--- src/rtl/reflet_spi_master_if.sv ---
// CPU-side register bus for the SPI controller: byte address/data with write strobe.
// The responder ORs data_out onto a shared return, so it drives zero when unselected.
interface reflet_spi_master_if #(
  parameter int base_addr_size = 15
);
  logic                      enable;
  logic [base_addr_size-1:0] addr;
  logic [7:0]                data_in;
  logic [7:0]                data_out;
  logic                      write_en;

  modport master (output enable, addr, data_in, write_en, input data_out);
  modport slave  (input enable, addr, data_in, write_en, output data_out);
endinterface

--- src/rtl/reflet_spi_master.sv ---
// Memory-mapped SPI mode-0 master: CTRL/CLKDIV/DATA/SS registers,
// one byte per transfer, completion flag with optional interrupt.
module reflet_spi_master #(
  parameter int                        base_addr_size = 15,
  parameter logic [base_addr_size-1:0] base_addr      = 15'h7F40
) (
  input  logic                clk,
  input  logic                reset,
  reflet_spi_master_if.slave  bus,
  output logic                interrupt,
  output logic                sclk,
  output logic                mosi,
  input  logic                miso,
  output logic                ss_n
);
  typedef enum logic [1:0] {IDLE, SHIFT_LO, SHIFT_HI} state_e;

  state_e      state_q, state_d;
  logic        irq_en_q, irq_en_d, lsb_first_q, lsb_first_d;
  logic        done_q, done_d, overflow_q, overflow_d;
  logic [7:0]  clkdiv_q, clkdiv_d, rx_reg_q, rx_reg_d;
  logic        ss_q, ss_d;
  logic [7:0]  tx_q, tx_d, rx_sh_q, rx_sh_d;
  logic [7:0]  div_q, div_d, phase_q, phase_d;
  logic [2:0]  bit_cnt_q, bit_cnt_d, nxt_bit;
  logic        lsb_act_q, lsb_act_d, sclk_q, sclk_d, mosi_q, mosi_d;
  logic        sel, wr, busy, phase_end;
  logic [1:0]  off;

  always_comb begin
    sel  = bus.enable && (bus.addr[base_addr_size-1:2] == base_addr[base_addr_size-1:2]);
    off  = bus.addr[1:0];
    wr   = sel && bus.write_en;
    busy = (state_q != IDLE);
    bus.data_out = '0;
    if (sel) begin
      case (off)
        2'd0:    bus.data_out = {3'b000, overflow_q, done_q, busy, lsb_first_q, irq_en_q};
        2'd1:    bus.data_out = clkdiv_q;
        2'd2:    bus.data_out = rx_reg_q;
        default: bus.data_out = {7'b0, ss_q};
      endcase
    end
  end

  always_ff @(posedge clk) begin
    if (reset) begin
      state_q    <= IDLE;
      irq_en_q   <= 1'b0;
      lsb_first_q <= 1'b0;
      done_q     <= 1'b0;
      overflow_q <= 1'b0;
      clkdiv_q   <= 8'hFF;
      rx_reg_q   <= '0;
      ss_q       <= 1'b0;
      tx_q       <= '0;
      rx_sh_q    <= '0;
      div_q      <= '0;
      phase_q    <= '0;
      bit_cnt_q  <= '0;
      lsb_act_q  <= 1'b0;
      sclk_q     <= 1'b0;
      mosi_q     <= 1'b0;
    end else begin
      state_q    <= state_d;
      irq_en_q   <= irq_en_d;
      lsb_first_q <= lsb_first_d;
      done_q     <= done_d;
      overflow_q <= overflow_d;
      clkdiv_q   <= clkdiv_d;
      rx_reg_q   <= rx_reg_d;
      ss_q       <= ss_d;
      tx_q       <= tx_d;
      rx_sh_q    <= rx_sh_d;
      div_q      <= div_d;
      phase_q    <= phase_d;
      bit_cnt_q  <= bit_cnt_d;
      lsb_act_q  <= lsb_act_d;
      sclk_q     <= sclk_d;
      mosi_q     <= mosi_d;
    end
  end

  always_comb begin
    state_d     = state_q;
    irq_en_d    = irq_en_q;
    lsb_first_d = lsb_first_q;
    done_d      = done_q;
    overflow_d  = overflow_q;
    clkdiv_d    = clkdiv_q;
    rx_reg_d    = rx_reg_q;
    ss_d        = ss_q;
    tx_d        = tx_q;
    rx_sh_d     = rx_sh_q;
    div_d       = div_q;
    phase_d     = phase_q;
    bit_cnt_d   = bit_cnt_q;
    lsb_act_d   = lsb_act_q;
    sclk_d      = sclk_q;
    mosi_d      = mosi_q;
    phase_end   = (phase_q == div_q);
    nxt_bit     = bit_cnt_q + 3'd1;

    // Register writes come first so that the flag sets below win same-edge clears.
    if (wr && off == 2'd0) begin
      irq_en_d    = bus.data_in[0];
      lsb_first_d = bus.data_in[1];
      if (bus.data_in[3]) done_d = 1'b0;
      if (bus.data_in[4]) overflow_d = 1'b0;
    end
    if (wr && off == 2'd1) clkdiv_d = bus.data_in;
    if (wr && off == 2'd3) ss_d = bus.data_in[0];
    if (wr && off == 2'd2 && busy) overflow_d = 1'b1;

    case (state_q)
      IDLE: begin
        if (wr && off == 2'd2) begin
          state_d   = SHIFT_LO;
          tx_d      = bus.data_in;
          div_d     = clkdiv_q;
          lsb_act_d = lsb_first_q;
          bit_cnt_d = '0;
          phase_d   = '0;
          mosi_d    = lsb_first_q ? bus.data_in[0] : bus.data_in[7];
        end
      end
      SHIFT_LO: begin
        if (phase_end) begin
          phase_d = '0;
          sclk_d  = 1'b1;
          rx_sh_d = lsb_act_q ? {miso, rx_sh_q[7:1]} : {rx_sh_q[6:0], miso};
          state_d = SHIFT_HI;
        end else begin
          phase_d = phase_q + 8'd1;
        end
      end
      SHIFT_HI: begin
        if (phase_end) begin
          phase_d = '0;
          sclk_d  = 1'b0;
          if (bit_cnt_q == 3'd7) begin
            state_d  = IDLE;
            done_d   = 1'b1;
            rx_reg_d = rx_sh_q;
            mosi_d   = 1'b0;
          end else begin
            bit_cnt_d = nxt_bit;
            mosi_d    = lsb_act_q ? tx_q[nxt_bit] : tx_q[~nxt_bit];
            state_d   = SHIFT_LO;
          end
        end else begin
          phase_d = phase_q + 8'd1;
        end
      end
      default: state_d = IDLE;
    endcase
  end

  assign interrupt = done_q && irq_en_q;
  assign sclk      = sclk_q;
  assign mosi      = mosi_q;
  assign ss_n      = ~ss_q;
endmodule

--- src/flat_wrapper.sv ---
// flat-port wrapper written by rule: the top's interface ports become plain ports
module reflet_spi_master_flat 
#(
  parameter int                        base_addr_size = 15,
  parameter logic [base_addr_size-1:0] base_addr      = 15'h7F40
)
  (clk, reset, interrupt, sclk, mosi, miso, ss_n, bus_enable, bus_addr, bus_data_in, bus_write_en, bus_data_out);
  reflet_spi_master_if #(.base_addr_size(base_addr_size)) bus_i ();
  input  logic clk;
  input  logic reset;
  output logic interrupt;
  output logic sclk;
  output logic mosi;
  input  logic miso;
  output logic ss_n;
  input wire logic [$bits(bus_i.enable)-1:0] bus_enable;
  input wire logic [$bits(bus_i.addr)-1:0] bus_addr;
  input wire logic [$bits(bus_i.data_in)-1:0] bus_data_in;
  input wire logic [$bits(bus_i.write_en)-1:0] bus_write_en;
  output wire logic [$bits(bus_i.data_out)-1:0] bus_data_out;
  assign bus_i.enable = bus_enable;
  assign bus_i.addr = bus_addr;
  assign bus_i.data_in = bus_data_in;
  assign bus_i.write_en = bus_write_en;
  assign bus_data_out = bus_i.data_out;
  reflet_spi_master #(.base_addr_size(base_addr_size), .base_addr(base_addr)) u_core (.clk(clk), .reset(reset), .bus(bus_i), .interrupt(interrupt), .sclk(sclk), .mosi(mosi), .miso(miso), .ss_n(ss_n));
endmodule
--- config.mk ---
export PLATFORM = sky130hd
export DESIGN_NAME = reflet_spi_master_flat
export DESIGN_NICKNAME = d
export VERILOG_FILES = /design/src/rtl/reflet_spi_master_if.sv /design/src/rtl/reflet_spi_master.sv /design/src/flat_wrapper.sv
export SDC_FILE = /design/constraint.sdc
export NUM_CORES = 1
export LEC_CHECK = 0
export BUFFER_PORTS_ARGS = -buffer_cell sky130_fd_sc_hd__buf_2
export CAP_MARGIN = 30
export CORE_MARGIN = 2
export CORE_UTILIZATION = 57
export DETAILED_ROUTE_END_ITERATION = 10
export PLACE_DENSITY = 0.79
export SETUP_SLACK_MARGIN = 0.1
export SLEW_MARGIN = 20
export SYNTH_ARGS = -nofsm -noshare
export SYNTH_HDL_FRONTEND = slang
export SYNTH_SLANG_ARGS = --single-unit
--- constraint.sdc ---
create_clock -name clk -period 3.8 [get_ports clk]
set_clock_uncertainty 0.1 [all_clocks]
set_input_delay 1.14 -clock clk [delete_from_list [all_inputs] [get_ports clk]]
set_output_delay 1.14 -clock clk [all_outputs]
set_load 0.02 [all_outputs]
==> flow_summary_export.csv <==
group,metric,value,unit
power_and_ir_drop,clkPwrFrac,47.3,%
power_and_ir_drop,power.switching,0.290,mW
placement,place_ws,-82.0,ps
floorplanning,num_rows,26,
cells_and_area,area_growth,20.0,%
clock_tree,postCtsSetupRepairBufs,0,
sta,hold_viol,0,
synthesis,ys_types,43,
sta,final.min_clock_period,3820,ps
floorplanning,die_h,77.5,um
clock_tree,numCtsBuffers,9,
drt,viasPerCell,5.70,
drt,antenna_left,0,
global_route,gr-usage-met1,32.1,%
clock_tree,clk_latency,330,ps
placement,finalWeightedCongestion,0.861,
power_and_ir_drop,vdd_drop_max,0.249,mV
worst_setup_path,worstSetupPathType,"in2out",
hold_path,min_from,"u_core.tx_q[5]",
cells_and_area,drive_above_1_share,22.0,%
worst_setup_path,critPathRequiredTime,2560,ps
placement,port_buffers,39,
global_route,antenna_found_initial,0,
sta,setup_viol,5,
cells_and_area,layout_common_cells,"dfxtp_1 (61), nor2_1 (39), nand2_1 (39), a21oi_1 (38), mux2i_1 (31)",
synthesis,async_flop_share,0,%
global_route,grt_pass1_wl,12.2,mm
clock_tree,clkSinkCount,61,
floorplanning,core,5170,um^2
synthesis,yosysTopAreaCell,"dfxtp_1",
power_and_ir_drop,finalPower,1.31,mW
cells_and_area,multiInputGateArea,1770,um^2
drt,drt-pass1-iter-count,4,
sta,worst_pin_slew,719,ps
drt,drt_iter0_drc,107,
sta,finalCritPeriodShare,100,%
cells_and_area,antenna_cells,0,
floorplanning,die_x,77.5,um
sta,final.setup.worst_slack,-17.8,ps
global_route,met2_usage,42.5,%
sta,relSlewSlack,51.9,%
sta,drv_slew,0,
power_and_ir_drop,combPwrFrac,4.0,%
hold_path,hold_path_depth,2,
floorplanning,ios,40,
synthesis,syn_avg_cell_area,8.35,um^2
cells_and_area,fillCellCount,419,
power_and_ir_drop,swShare,22.0,%
clock_tree,cts_tree,"yes",
synthesis,syn_inst,369,
cells_and_area,layout_commonest_cell,"dfxtp_1",
sta,clock.fmax,0.262,GHz
cells_and_area,fin_area,3700,um^2
power_and_ir_drop,intPower,1.02,mW
global_route,grt_max_degree,30,
power_and_ir_drop,p_leak,1.57,nW
flow_run,drv_cap,0,
global_route,grt_pass1_vias,2609,
clock_tree,cts_max_level,3,
cells_and_area,layout.cells.non_filler,484,
sta,rsz0062_at_grt,"true",
floorplanning,start_util,59.6,%
synthesis,yosys-top-cells-area,"dfxtp_1 (40%), mux2i_1 (10%), a21oi_1 (6.2%)",
worst_setup_path,worstPathArrival,2580,ps
power_and_ir_drop,power.density,355,nW/um^2
synthesis,ys_seq_area_share,39.6,%
drt,wire_per_inst,14.7,um
synthesis,synth_nets,404,
run_status,violations,"setup timing",
synthesis,synth_top_area_share,39.6,%
synthesis,ys_warn_count,0,
sta,setup_tns,-65.7,ps
worst_setup_path,reg2reg_from,"u_core.phase_q[2]",
floorplanning,dieArea,6010,um^2
worst_setup_path,cp_max_fo,6,
global_route,grt_overflow,0,
drt,routed_wl,7.10,mm
clock_tree,ctsHoldBuffers,0,
placement,hpwlAfterDp,5.01,mm
placement,place_inst,469,
global_route,track_usage,25.2,%
clock_tree,path_clk_slew,70,ps
synthesis,synth-edff-count,0,
hold_path,hold_class,"reg2reg",
drt,vias,2758,
synthesis,synth_flop_cell,"dfxtp_1",
power_and_ir_drop,p_seq_share,48.6,%
worst_setup_path,ff2ff_path_depth,6,
worst_setup_path,startpoint_type,"input pin",
synthesis,synth.cell_area,3080,um^2
cells_and_area,register_area,1220,um^2
synthesis,ys_ff_latch,61,
clock_tree,cts.path.max_buffers,2,
run_status,outcome,"complete, but fails checks",
placement,place_area,3440,um^2
clock_tree,clock-root-buffer,"clkbuf_8",
drt,drc,0,
worst_setup_path,critPathCaptureType,"output port",
cells_and_area,nets,445,
global_route,grtUsageMet3,5.81,%
global_route,top_usage_layer,"met2",
worst_setup_path,cp-startpoint,"bus_addr[3]",
[power groups by stage]
stage          clock (mW)  combinational [mW]  sequential, mW
2_1_floorplan           0              0.0277           0.654
3_3_place_gp            0              0.0511           0.654
3_5_place_dp            0              0.0511           0.654
4_1_cts             0.630              0.0525           0.639
5_1_grt             0.659              0.0575           0.639
6_report            0.622              0.0528           0.639
[synth_stat cells, types with 2 or more instances]
cell      instances
a211o_1           8
a21oi_1          38
a22oi_1           5
a31oi_1           3
and2_1            2
and3_1            2
buf_1             2
buf_2             2
clkbuf_1         21
dfxtp_1          61
ha_1              7
inv_1            13
mux2_2            8
mux2i_1          31
nand2_1          39
nand2b_1          2
nand3_1          13
nand4_1           9
nor2_1           46
nor2b_1           7
nor4_1            2
o21ai_0          12
o31ai_1           3
or3_1             3
or4_1             5
xor2_1            8
[final cells by class]
class	instances	share of cell area, %
inverter	13	1.32
sequential	61	33.0
timing repair buffer	55	9.64
tap	70	2.37
clock inverter	6	2.40
clock buffer	9	3.35
multi-input combinational	270	47.9
[logic make-up after synthesis]
family                     count (synthesis)  share of synthesized area, %
adders and majority gates                  7                          2.84
and+or+nand+nor                          137                          21.4
AOI/OAI and AO/OA                         78                          15.4
DFF                                       61                          39.6
buffers and inverters                     38                          4.71
muxes                                     40                          13.7
xor gates and xnor gates                   8                          2.27
[critical path: stages]
cell    delay (ps)
buf_6           90
or4_4          520
or4_4          440
buf_6          170
nor2_4          70
buf_4          140
[metal layers]
layer,share of wire [%],wire length [um]
met1,45,3190
met2,49,3480
met3,4.6,329
met4,1.5,108
met5,0,0
[what timing repair did]
action / in CTS / in global routing
gates cloned: 0 / 0
gates resized for setup: 14 / 0
setup endpoints to repair: 8 / 7
pin swaps: 3 / 1
[metrics by stage]
step	hold slack, ps	utilization (%)
after floorplan	344	-
after global placement	351	66.5
after detailed placement	364	66.5
after CTS	371	71.5
after global routing	392	71.5
final	371	71.5
[registers in the layout (all words and copies together) (netlist names)]
name	flops
u_core.done_q	1
u_core.state_q	2
u_core.overflow_q	1
u_core.lsb_first_q	1
u_core.tx_q	8
u_core.mosi	1
u_core.irq_en_q	1
u_core.bit_cnt_q	3
u_core.clkdiv_q	8
u_core.ss_q	1
u_core.rx_reg_q	8
u_core.div_q	8
u_core.phase_q	8
u_core.rx_sh_q	8
u_core.sclk	1
u_core.lsb_act_q	1
[path summary, 6_finish.rpt]
kind                        endpoint  slack, ps
setup / recovery     bus_data_out[1]        -20
hold / removal        u_core.tx_q[5]        370
setup reg to reg  u_core.rx_reg_q[4]       1570
hold reg to reg       u_core.tx_q[5]        370
Power figures use the tool's default switching activity.
